--- src/rtl/e203_exu_fpu_fcmp_pkg.sv ---
// Shared FPU compare definitions: op encodings, canonical NaN, fflags bit index,
// scheduler states and binary32 field helpers.
package e203_exu_fpu_fcmp_pkg;

    typedef enum logic [2:0] {
        FCMP_OP_FEQ  = 3'd0,
        FCMP_OP_FLT  = 3'd1,
        FCMP_OP_FLE  = 3'd2,
        FCMP_OP_FMIN = 3'd3,
        FCMP_OP_FMAX = 3'd4
    } fcmp_op_e;

    typedef enum logic {
        FCMP_IDLE = 1'b0,
        FCMP_RESP = 1'b1
    } fcmp_state_e;

    localparam logic [31:0] FP32_CANON_NAN = 32'h7FC0_0000;
    localparam int          FFLAG_NV       = 4;

    function automatic logic [7:0] fp32_exp(input logic [31:0] x);
        return x[30:23];
    endfunction

    function automatic logic [22:0] fp32_man(input logic [31:0] x);
        return x[22:0];
    endfunction

    function automatic logic fp32_is_nan(input logic [31:0] x);
        return (fp32_exp(x) == 8'hFF) && (fp32_man(x) != 23'd0);
    endfunction

    // Signalling NaNs have the quiet bit (mantissa MSB) clear.
    function automatic logic fp32_is_snan(input logic [31:0] x);
        return fp32_is_nan(x) && !x[22];
    endfunction

endpackage

--- src/rtl/e203_exu_fpu_fcmp_core.sv ---
// Combinational binary32 compare datapath (FEQ/FLT/FLE, FMIN/FMAX when
// E203_FPU_FCMP_MINMAX_EN is defined). Produces the result word and the NV flag.
module e203_exu_fpu_fcmp_core
    import e203_exu_fpu_fcmp_pkg::*;
(
    input  logic [31:0] a,
    input  logic [31:0] b,
    input  logic [2:0]  op,
    output logic [31:0] wdat,
    output logic        nv
);

    logic a_nan, b_nan, a_snan, b_snan, any_nan, any_snan;
    logic both_zero, eq, a_lt_b, lt;
    logic [30:0] a_mag, b_mag;

    assign a_nan    = fp32_is_nan(a);
    assign b_nan    = fp32_is_nan(b);
    assign a_snan   = fp32_is_snan(a);
    assign b_snan   = fp32_is_snan(b);
    assign any_nan  = a_nan | b_nan;
    assign any_snan = a_snan | b_snan;

    assign a_mag     = a[30:0];
    assign b_mag     = b[30:0];
    assign both_zero = (a_mag == 31'd0) && (b_mag == 31'd0);
    assign eq        = both_zero || (a == b);

    // Total order on sign/magnitude with -0 below +0; negative values reverse magnitude order.
    assign a_lt_b = (a[31] != b[31]) ? a[31] :
                    (a[31] ? (a_mag > b_mag) : (a_mag < b_mag));
    assign lt     = a_lt_b && !both_zero;

    always_comb begin
        wdat = 32'd0;
        nv   = 1'b0;
        case (op)
            FCMP_OP_FEQ: begin
                wdat = {31'd0, eq && !any_nan};
                nv   = any_snan;
            end
            FCMP_OP_FLT: begin
                wdat = {31'd0, lt && !any_nan};
                nv   = any_nan;
            end
            FCMP_OP_FLE: begin
                wdat = {31'd0, (lt || eq) && !any_nan};
                nv   = any_nan;
            end
`ifdef E203_FPU_FCMP_MINMAX_EN
            FCMP_OP_FMIN, FCMP_OP_FMAX: begin
                if (a_nan && b_nan)
                    wdat = FP32_CANON_NAN;
                else if (a_nan)
                    wdat = b;
                else if (b_nan)
                    wdat = a;
                else if (op == FCMP_OP_FMIN)
                    wdat = a_lt_b ? a : b;
                else
                    wdat = a_lt_b ? b : a;
                nv = any_snan;
            end
`endif
            default: begin
                wdat = 32'd0;
                nv   = 1'b0;
            end
        endcase
    end

endmodule

--- src/rtl/e203_exu_fpu_fcmp_sched.sv ---
// Round-robin scheduler sharing one FP compare datapath among NREQ requesters,
// with a registered valid/ready response stage. FMIN/FMAX need E203_FPU_FCMP_MINMAX_EN.
module e203_exu_fpu_fcmp_sched
    import e203_exu_fpu_fcmp_pkg::*;
#(
    parameter int NREQ  = 2,
    parameter int TAG_W = 4,
    parameter int SRC_W = 1
) (
    input  logic                  clk,
    input  logic                  rst,
    input  logic [NREQ-1:0]       req_valid,
    output logic [NREQ-1:0]       req_ready,
    input  logic [3*NREQ-1:0]     req_op,
    input  logic [32*NREQ-1:0]    req_rs1,
    input  logic [32*NREQ-1:0]    req_rs2,
    input  logic [TAG_W*NREQ-1:0] req_tag,
    output logic                  rsp_valid,
    input  logic                  rsp_ready,
    output logic [31:0]           rsp_wdat,
    output logic [4:0]            rsp_fflags,
    output logic [TAG_W-1:0]      rsp_tag,
    output logic [SRC_W-1:0]      rsp_src
);

    fcmp_state_e      state;
    logic [SRC_W-1:0] rr_ptr, cand, gnt_idx, rr_nxt;
    logic [NREQ-1:0]  gnt;
    logic             any_vld, can_acc, accept;
    logic [31:0]      a_p0, b_p0, wdat_p0;
    logic [2:0]       op_p0;
    logic             nv_p0;
    logic [4:0]       fflags_p0;

    logic [31:0]      wdat_p1;
    logic [4:0]       fflags_p1;
    logic [TAG_W-1:0] tag_p1;
    logic [SRC_W-1:0] src_p1;

    // Stage p0: round-robin grant from rr_ptr and operand mux into the shared datapath.
    always_comb begin
        any_vld = 1'b0;
        gnt_idx = '0;
        cand    = '0;
        gnt     = '0;
        for (int k = 0; k < NREQ; k++) begin
            cand = SRC_W'((int'(rr_ptr) + k) % NREQ);
            if (!any_vld && req_valid[cand]) begin
                any_vld = 1'b1;
                gnt_idx = cand;
            end
        end
        gnt[gnt_idx] = any_vld;
    end

    assign rr_nxt    = SRC_W'((int'(gnt_idx) + 1) % NREQ);
    assign can_acc   = !rst && ((state == FCMP_IDLE) || rsp_ready);
    assign accept    = can_acc && any_vld;
    assign req_ready = can_acc ? gnt : '0;

    assign a_p0  = req_rs1[gnt_idx*32 +: 32];
    assign b_p0  = req_rs2[gnt_idx*32 +: 32];
    assign op_p0 = req_op[gnt_idx*3 +: 3];

    e203_exu_fpu_fcmp_core u_core (
        .a    (a_p0),
        .b    (b_p0),
        .op   (op_p0),
        .wdat (wdat_p0),
        .nv   (nv_p0)
    );

    always_comb begin
        fflags_p0           = '0;
        fflags_p0[FFLAG_NV] = nv_p0;
    end

    // Stage p1: response registers; a new accept overwrites the held result in the same edge.
    always_ff @(posedge clk) begin
        if (rst) begin
            state     <= FCMP_IDLE;
            rr_ptr    <= '0;
            wdat_p1   <= '0;
            fflags_p1 <= '0;
            tag_p1    <= '0;
            src_p1    <= '0;
        end else if (accept) begin
            state     <= FCMP_RESP;
            rr_ptr    <= rr_nxt;
            wdat_p1   <= wdat_p0;
            fflags_p1 <= fflags_p0;
            tag_p1    <= req_tag[gnt_idx*TAG_W +: TAG_W];
            src_p1    <= gnt_idx;
        end else if (rsp_ready) begin
            state     <= FCMP_IDLE;
        end
    end

    assign rsp_valid  = (state == FCMP_RESP);
    assign rsp_wdat   = wdat_p1;
    assign rsp_fflags = fflags_p1;
    assign rsp_tag    = tag_p1;
    assign rsp_src    = src_p1;

endmodule

--- config.mk ---
export PLATFORM = sky130hd
export DESIGN_NAME = e203_exu_fpu_fcmp_sched
export DESIGN_NICKNAME = d
export VERILOG_FILES = /design/src/rtl/e203_exu_fpu_fcmp_pkg.sv /design/src/rtl/e203_exu_fpu_fcmp_core.sv /design/src/rtl/e203_exu_fpu_fcmp_sched.sv
export SDC_FILE = /design/constraint.sdc
export NUM_CORES = 1
export LEC_CHECK = 0
export ABC_AREA = 0
export ABC_CLOCK_PERIOD_IN_PS = 4200
export BUFFER_PORTS_ARGS = -buffer_cell sky130_fd_sc_hd__buf_2
export CELL_PAD_IN_SITES_DETAIL_PLACEMENT = 1
export CELL_PAD_IN_SITES_GLOBAL_PLACEMENT = 1
export CORE_MARGIN = 5
export CORE_UTILIZATION = 27
export DETAILED_ROUTE_END_ITERATION = 8
export GPL_ROUTABILITY_DRIVEN = 1
export PLACE_DENSITY_LB_ADDON = 0.12
export SYNTH_ARGS = -nofsm -noshare
export SYNTH_HDL_FRONTEND = slang
export SYNTH_SLANG_ARGS = --single-unit
--- constraint.sdc ---
create_clock -name clk -period 4.2 [get_ports clk]
set_input_delay 0.21 -clock clk [delete_from_list [all_inputs] [get_ports clk]]
set_output_delay 0.21 -clock clk [all_outputs]
set_load 0.01 [all_outputs]
# Yosys cells after proc, flatten, opt, wreduce, memory -nomap -nowiden
# Index checks and enable logic that the tools add are counted.
totals:
  regBits: 40
  in_bits: 147
  out_inout_bits: 45
  word_cells: 75
classes:
  n_addsub: 2
  n_mul: 1
  order_cmp: 6
  eq_ne: 6
  n_shift: 4
  mux: 17
  n_bitwise: 4
  n_reduce_logical: 29
op_table:
  columns: ["cell", "n"]
  rows:
  - ["$shiftx A64 B7 Y32", 2]
  - ["$logic_not A31 Y1", 2]
  - ["$reduce_bool A23 Y1", 2]
  - ["$eq A32 B32 Y1", 1]
  - ["$gt A31 B31 Y1", 1]
  - ["$lt A31 B31 Y1", 1]
  - ["$eq A8 B8 Y1 const B", 2]
  - ["$logic_and A1 B1 Y1", 13]
  - ["$mux W1", 13]
  - ["$shiftx A8 B4 Y4", 1]
  - ["$logic_not A1 Y1", 6]
  - ["$lt A1 B2 Y1 const B", 3]
  - ["$shiftx A6 B4 Y3", 1]
  - ["$eq A3 B1 Y1 const B", 1]
  - ["$eq A3 B2 Y1 const B", 1]
  - ["$logic_not A3 Y1", 1]
  - ["$logic_or A1 B1 Y1", 3]
  - ["$mul A1 B2 Y3 const B", 1]
  - ["$pmux W1 S3", 1]
  - ["$add A1 B1 Y1 const B", 2]
  - ["$and A2 B2 Y2", 1]
  - ["$mux W2", 1]
  - ["$or A1 B1 Y1", 2]
  - ["$pmux W1 S2", 1]
  - ["other kinds (6)", 6]

# Logic depth before layout (Yosys ltp)
depth:
  ltp_word: 14
  mapped_depth: 16
  ltp_nobuf: 12

# By module
# Synthesis repeated with hierarchy kept, for this count alone.
unflattened:
  hier_cells: 425
  hier_area_um2: 3837.4
by_module_without_submodules:
  columns: ["mod", "n_inst", "cells_per_inst", "area_each_um2", "seq_area_each_um2"]
  rows:
  - ["e203_exu_fpu_fcmp_sched", 1, 235, 2483.6, 800.8]
  - ["e203_exu_fpu_fcmp_core", 1, 190, 1353.8, 0.0]

# Worst setup path before layout
# No wires, ideal clock.
synth_path:
  path_kind: "reg2reg"
  from: "register rr_ptr"
  to: "register wdat_p1[0] (netlist: rsp_wdat[0])"
  setup_time_ps: 130
  arrival_ps: 3125
  required_time_ps: 4070
  slack_ps: 944
  path_stages_with_launch: 17
  path_buffers: 4
  synth_period_minus_slack_ps: 3256
  cell_sequence: "dfxtp_1 > nand2b_1 > and2_1 > buf_6 > buf_2 > clkbuf_1 > clkbuf_1 > nand2_1 > nand2_1 > ha_1 > a21o_1 > nand3_1 > a21oi_1 > o311a_1 > or4b_1 > nand4_1 > a311oi_2"
synth_between:
  elab_chain_len: 14
  elab_cells_between_ends: 44
  cone_classes: "1 x add/sub; 1 x mul; 2 x order compare; 6 x eq/ne; 3 x shift; 11 x mux; 1 x bitwise; 19 x reduce/logical"
synth_lines:
  columns: ["item", "line_no", "text"]
  rows:
  - ["start: declaration", "e203_exu_fpu_fcmp_sched.sv:27", "logic [SRC_W-1:0] rr_ptr, cand, gnt_idx, rr_nxt;"]
  - ["start signal: assignment", "e203_exu_fpu_fcmp_sched.sv:89", "rr_ptr <= rr_nxt;"]
  - ["$mux W1 (implied by the code) (2 in a row)", "e203_exu_fpu_fcmp_sched.sv:48", "if (!any_vld && req_valid[cand]) begin"]
  - ["$mux W1", "e203_exu_fpu_fcmp_sched.sv:48", null]
  - ["$logic_not A1 Y1", "e203_exu_fpu_fcmp_sched.sv:48", null]
  - ["$logic_and A1 B1 Y1", "e203_exu_fpu_fcmp_sched.sv:48", null]
  - ["$mux W1", "e203_exu_fpu_fcmp_sched.sv:48", null]
  - ["$shiftx A64 B7 Y32, on equally long branches", "e203_exu_fpu_fcmp_sched.sv:61, e203_exu_fpu_fcmp_sched.sv:62", null]
  - ["$lt A31 B31 Y1 (tied with other cells)", "e203_exu_fpu_fcmp_core.sv:31", "(a[31] ? (a_mag > b_mag) : (a_mag < b_mag));"]
  - ["$mux W1 / $logic_and A1 B1 Y1 (equally long branches)", "e203_exu_fpu_fcmp_core.sv:31, e203_exu_fpu_fcmp_core.sv:26", null]
  - ["$mux W1 / $logic_not A1 Y1 (equally long branches)", "e203_exu_fpu_fcmp_core.sv:30, e203_exu_fpu_fcmp_core.sv:32", null]
  - ["$logic_and A1 B1 Y1", "e203_exu_fpu_fcmp_core.sv:32", "assign lt = a_lt_b && !both_zero;"]
  - ["$logic_or A1 B1 Y1", "e203_exu_fpu_fcmp_core.sv:47", "wdat = {31'd0, (lt || eq) && !any_nan};"]
  - ["$logic_and A1 B1 Y1", "e203_exu_fpu_fcmp_core.sv:47", null]
  - ["$pmux W1 S3", "e203_exu_fpu_fcmp_core.sv:37", "case (op)"]
  - ["end signal: assignment", "e203_exu_fpu_fcmp_sched.sv:90", "wdat_p1 <= wdat_p0;"]
  - ["end: declaration", "e203_exu_fpu_fcmp_sched.sv:35", "logic [31:0] wdat_p1;"]
# Several ways; a longest one is shown, not always the timed one. The select of a mux whose other input is x is not followed.
# A chain may end at the register's enable or synchronous reset.

# Worst setup path after layout
# Same ends and word-level chain as after synthesis.

==> metrics.csv <==
stage,metric,value,unit
outcome,outcome,"complete, no violations",
floorplan,core_area,0.00973,mm²
floorplan,start_util,27.5,%
routing,vias,3329,
worst_hold_path,worstHoldEndpoint,rsp_tag[3],
timing,hold_viol_final,0,
routing,ant_nets,0,
routing,routed_via_density,4.90,
setup_path,cp_max_fo,31,
clock_tree,htree_levels,1,
logic_synthesis,synth.yosys.warnings,0,
setup_path,rr_endpoint,rsp_wdat[0],
final_layout,final_cell_mix,"buf_2 (156), nand2_1 (104), conb_1 (35)",
final_layout,final_common_cell,buf_2,
clock_tree,cts_made_buffers,3,
logic_synthesis,synth-seq-cells,9,
place,post-dp-hpwl,10.3,mm
routing,wire_per_inst,16.7,µm
logic_synthesis,ys_seq_area_share,6.72,%
clock_tree,cts.path.max_buffers,2,
worst_hold_path,hold_path.startpoint,req_tag[7],
grt,antenna_found_initial,2,
logic_synthesis,synth_area,0.00268,mm²
routing,dr.first_iter.drc_count,65,
clock_tree,clockRootBuffer,clkbuf_8,
pwr,powerDensity,163,mW/mm²
floorplan,die_h,110,µm
clock_tree,cts_tree,yes,
timing,setup_tns,0,ns
timing,max_freq,292,MHz
clock_tree,post_cts_buffers,0,
setup_path,end_kind,flip-flop,
logic_synthesis,syn_avg_cell_area,6.77,µm²
timing,slew_headroom,33.1,%
grt,grt_first_pass_wirelength,17.2,mm
timing,period_share,81.4,%
final_layout,areaGrowthSynthToFinish,31.7,%
setup_path,reg2reg_setup_slack,0.78,ns
clock_tree,cts_resized,0,
setup_path,ff2ff_path_depth,12,
logic_synthesis,synthArstFlopShare,0,%
routing,first_pass_iters,4,
grt,grt_max_degree,32,
setup_path,crit_arrival,3.57,ns
grt,grt_use_total,18.0,%
final_layout,fin_nets,725,
setup_path,path_cells,"nand2b_1, and2_2, buf_4, mux2i_1, ha_1, nand2_1, nor4_1, o2111ai_1, a31oi_1, or4b_1, nand4_1, a311oi_2",
logic_synthesis,syn_inst,396,
final_layout,num_antenna_cells,0,
setup_path,r2r_start,rr_ptr,
logic_synthesis,synth-edff-count,0,
setup_path,start_kind,flip-flop,
pwr,vdd_drop_max,0.0000901,V
timing,grt_setup_unrepaired,no,
setup_path,cpPeakStageDelay,0.63,ns
grt,overflow,0,
timing,finalClockSkew,0.00117,ns
logic_synthesis,synth-main-ff-cell,dfxtp_1,
pwr,p_leak,1.88,nW
timing,setup_violations,0,
setup_path,critical_path_required,4.35,ns
worst_hold_path,min_path_type,primary input to flip-flop,
floorplan,io-pin-count,192,
timing,min_period,3.42,ns
grt,grt_pass1_vias,3559,
clock_tree,clk_pin_slew,0.05,ns
logic_synthesis,ys_types,52,
timing,worst_slew_pin_slew,0.996,ns
clock_tree,clkLatencyLatePin,0.23,ns
place,routabilityCongestion,0.877,
floorplan,die_w,110,µm
final_layout,drive_gt1_share,31.8,%
pwr,p_total,0.000575,W
flow_run,cap_violations,0,
setup_path,crit_type,flip-flop to flip-flop,
place,portBuffers,156,
clock_tree,cts.sinks,9,
floorplan,core.rowCount,36,
clock_tree,hold_buffers,0,
routing,drc,0,
floorplan,die-area,0.0120,mm²
timing,drv_slew,0,
worst_hold_path,hold_depth,3,
routing,drt_wl_total,11.3,mm
setup_path,crit_slowest_cell,and2_2,
==> area by class of cell <==
type	count	area [µm²]
inverter	3	11.3
multi-input combinational	369	2290
timing repair buffer	162	838
sequential	9	180
fill	1363	6200
clock buffer	4	45.0
tap	133	166
==> worst max-delay path: cells and delay by family (launching register included) <==
kind,cells,cell delay (ns)
AND/OR/NAND/NOR,6,1.55
AO/OA/AOI/OAI,3,0.68
buffers and inverters,1,0.35
flip-flops,1,0.31
multiplexers,1,0.26
adder cells (fa/ha/maj),1,0.16
==> cells in the mapped netlist, drive strengths merged, types with 3 or more instances <==
library cell	instances	share of area [%]
ha	30	14
mux2i	32	12
nor4	28	7.1
a21oi	13	2.4
inv	3	0.42
a21o	8	2.2
nor3	14	3.0
nand2	105	15
nor2	25	3.5
a311oi	5	1.9
a211oi	3	0.84
nand3	14	2.8
o21ai	3	0.56
dfxtp	9	6.7
o211ai	5	1.4
clkbuf	7	0.98
nand4	14	3.5
nand2b	3	0.70
buf	42	11
o21a	5	1.4
xnor2	4	1.3
==> kinds of logic (layout without fill, tap and decap cells) <==
logic type | Yosys count | in the layout | synth area share, %
AND/OR/NAND/NOR | 212 | 212 | 38.0
AO/OA/AOI/OAI | 54 | 54 | 14.4
buffers and inverters | 52 | 169 | 12.7
multiplexers | 33 | 33 | 12.4
adder cells (fa/ha/maj) | 30 | 30 | 14.0
flip-flops | 9 | 9 | 6.72
XOR/XNOR | 5 | 5 | 1.63
other | 1 | 35 | 0.140
==> worst max path at each step <==
stage	slack, ns	endpoint	cells after the start	start
after detailed placement	0.80	rsp_wdat[0]	11	rr_ptr
after CTS	0.79	rsp_wdat[0]	11	rr_ptr
after global placement	0.85	rsp_wdat[0]	11	rr_ptr
after floorplan	0.94	rsp_wdat[0]	16	rr_ptr
final	0.78	rsp_wdat[0]	12	rr_ptr
after global routing	0.36	rsp_wdat[0]	12	rr_ptr
==> layer usage <==
layer	up-vias	share of wire [%]	track usage, %
li1	1685	-	-
met1	1525	44	22.8
met2	107	48	32.4
met3	8	7.2	3.93
met4	4	0.53	1.69
met5	-	0.19	0
==> power by group <==
part,switching (W),internal [W]
clock,0.0000351,0.0000662
combinational,0.000215,0.000163
sequential,0.00000297,0.0000920
total,0.000253,0.000322
==> through the flow <==
step / setup slack [ns] / instances / hold WS (ns) / area [µm²] / utilization [%]
after global placement: 0.853 / 676 / 0.466 / 3480 / 35.8
after detailed placement: 0.796 / 676 / 0.477 / 3480 / 35.8
final: 0.780 / 680 / 0.243 / 3530 / 36.3
after floorplan: 0.944 / 430 / 0.335 / 2810 / -
after CTS: 0.787 / 680 / 0.238 / 3530 / 36.3
after global routing: 0.360 / 680 / 0.253 / 3530 / 36.3
==> flip-flops by register name, indices dropped and copies added (netlist names) <==
register    flops
rsp_tag         4
rr_ptr          1
rsp_fflags      1
rsp_src         1
rsp_valid       1
rsp_wdat        1
No activity file was read; power rests on OpenSTA's default activity.
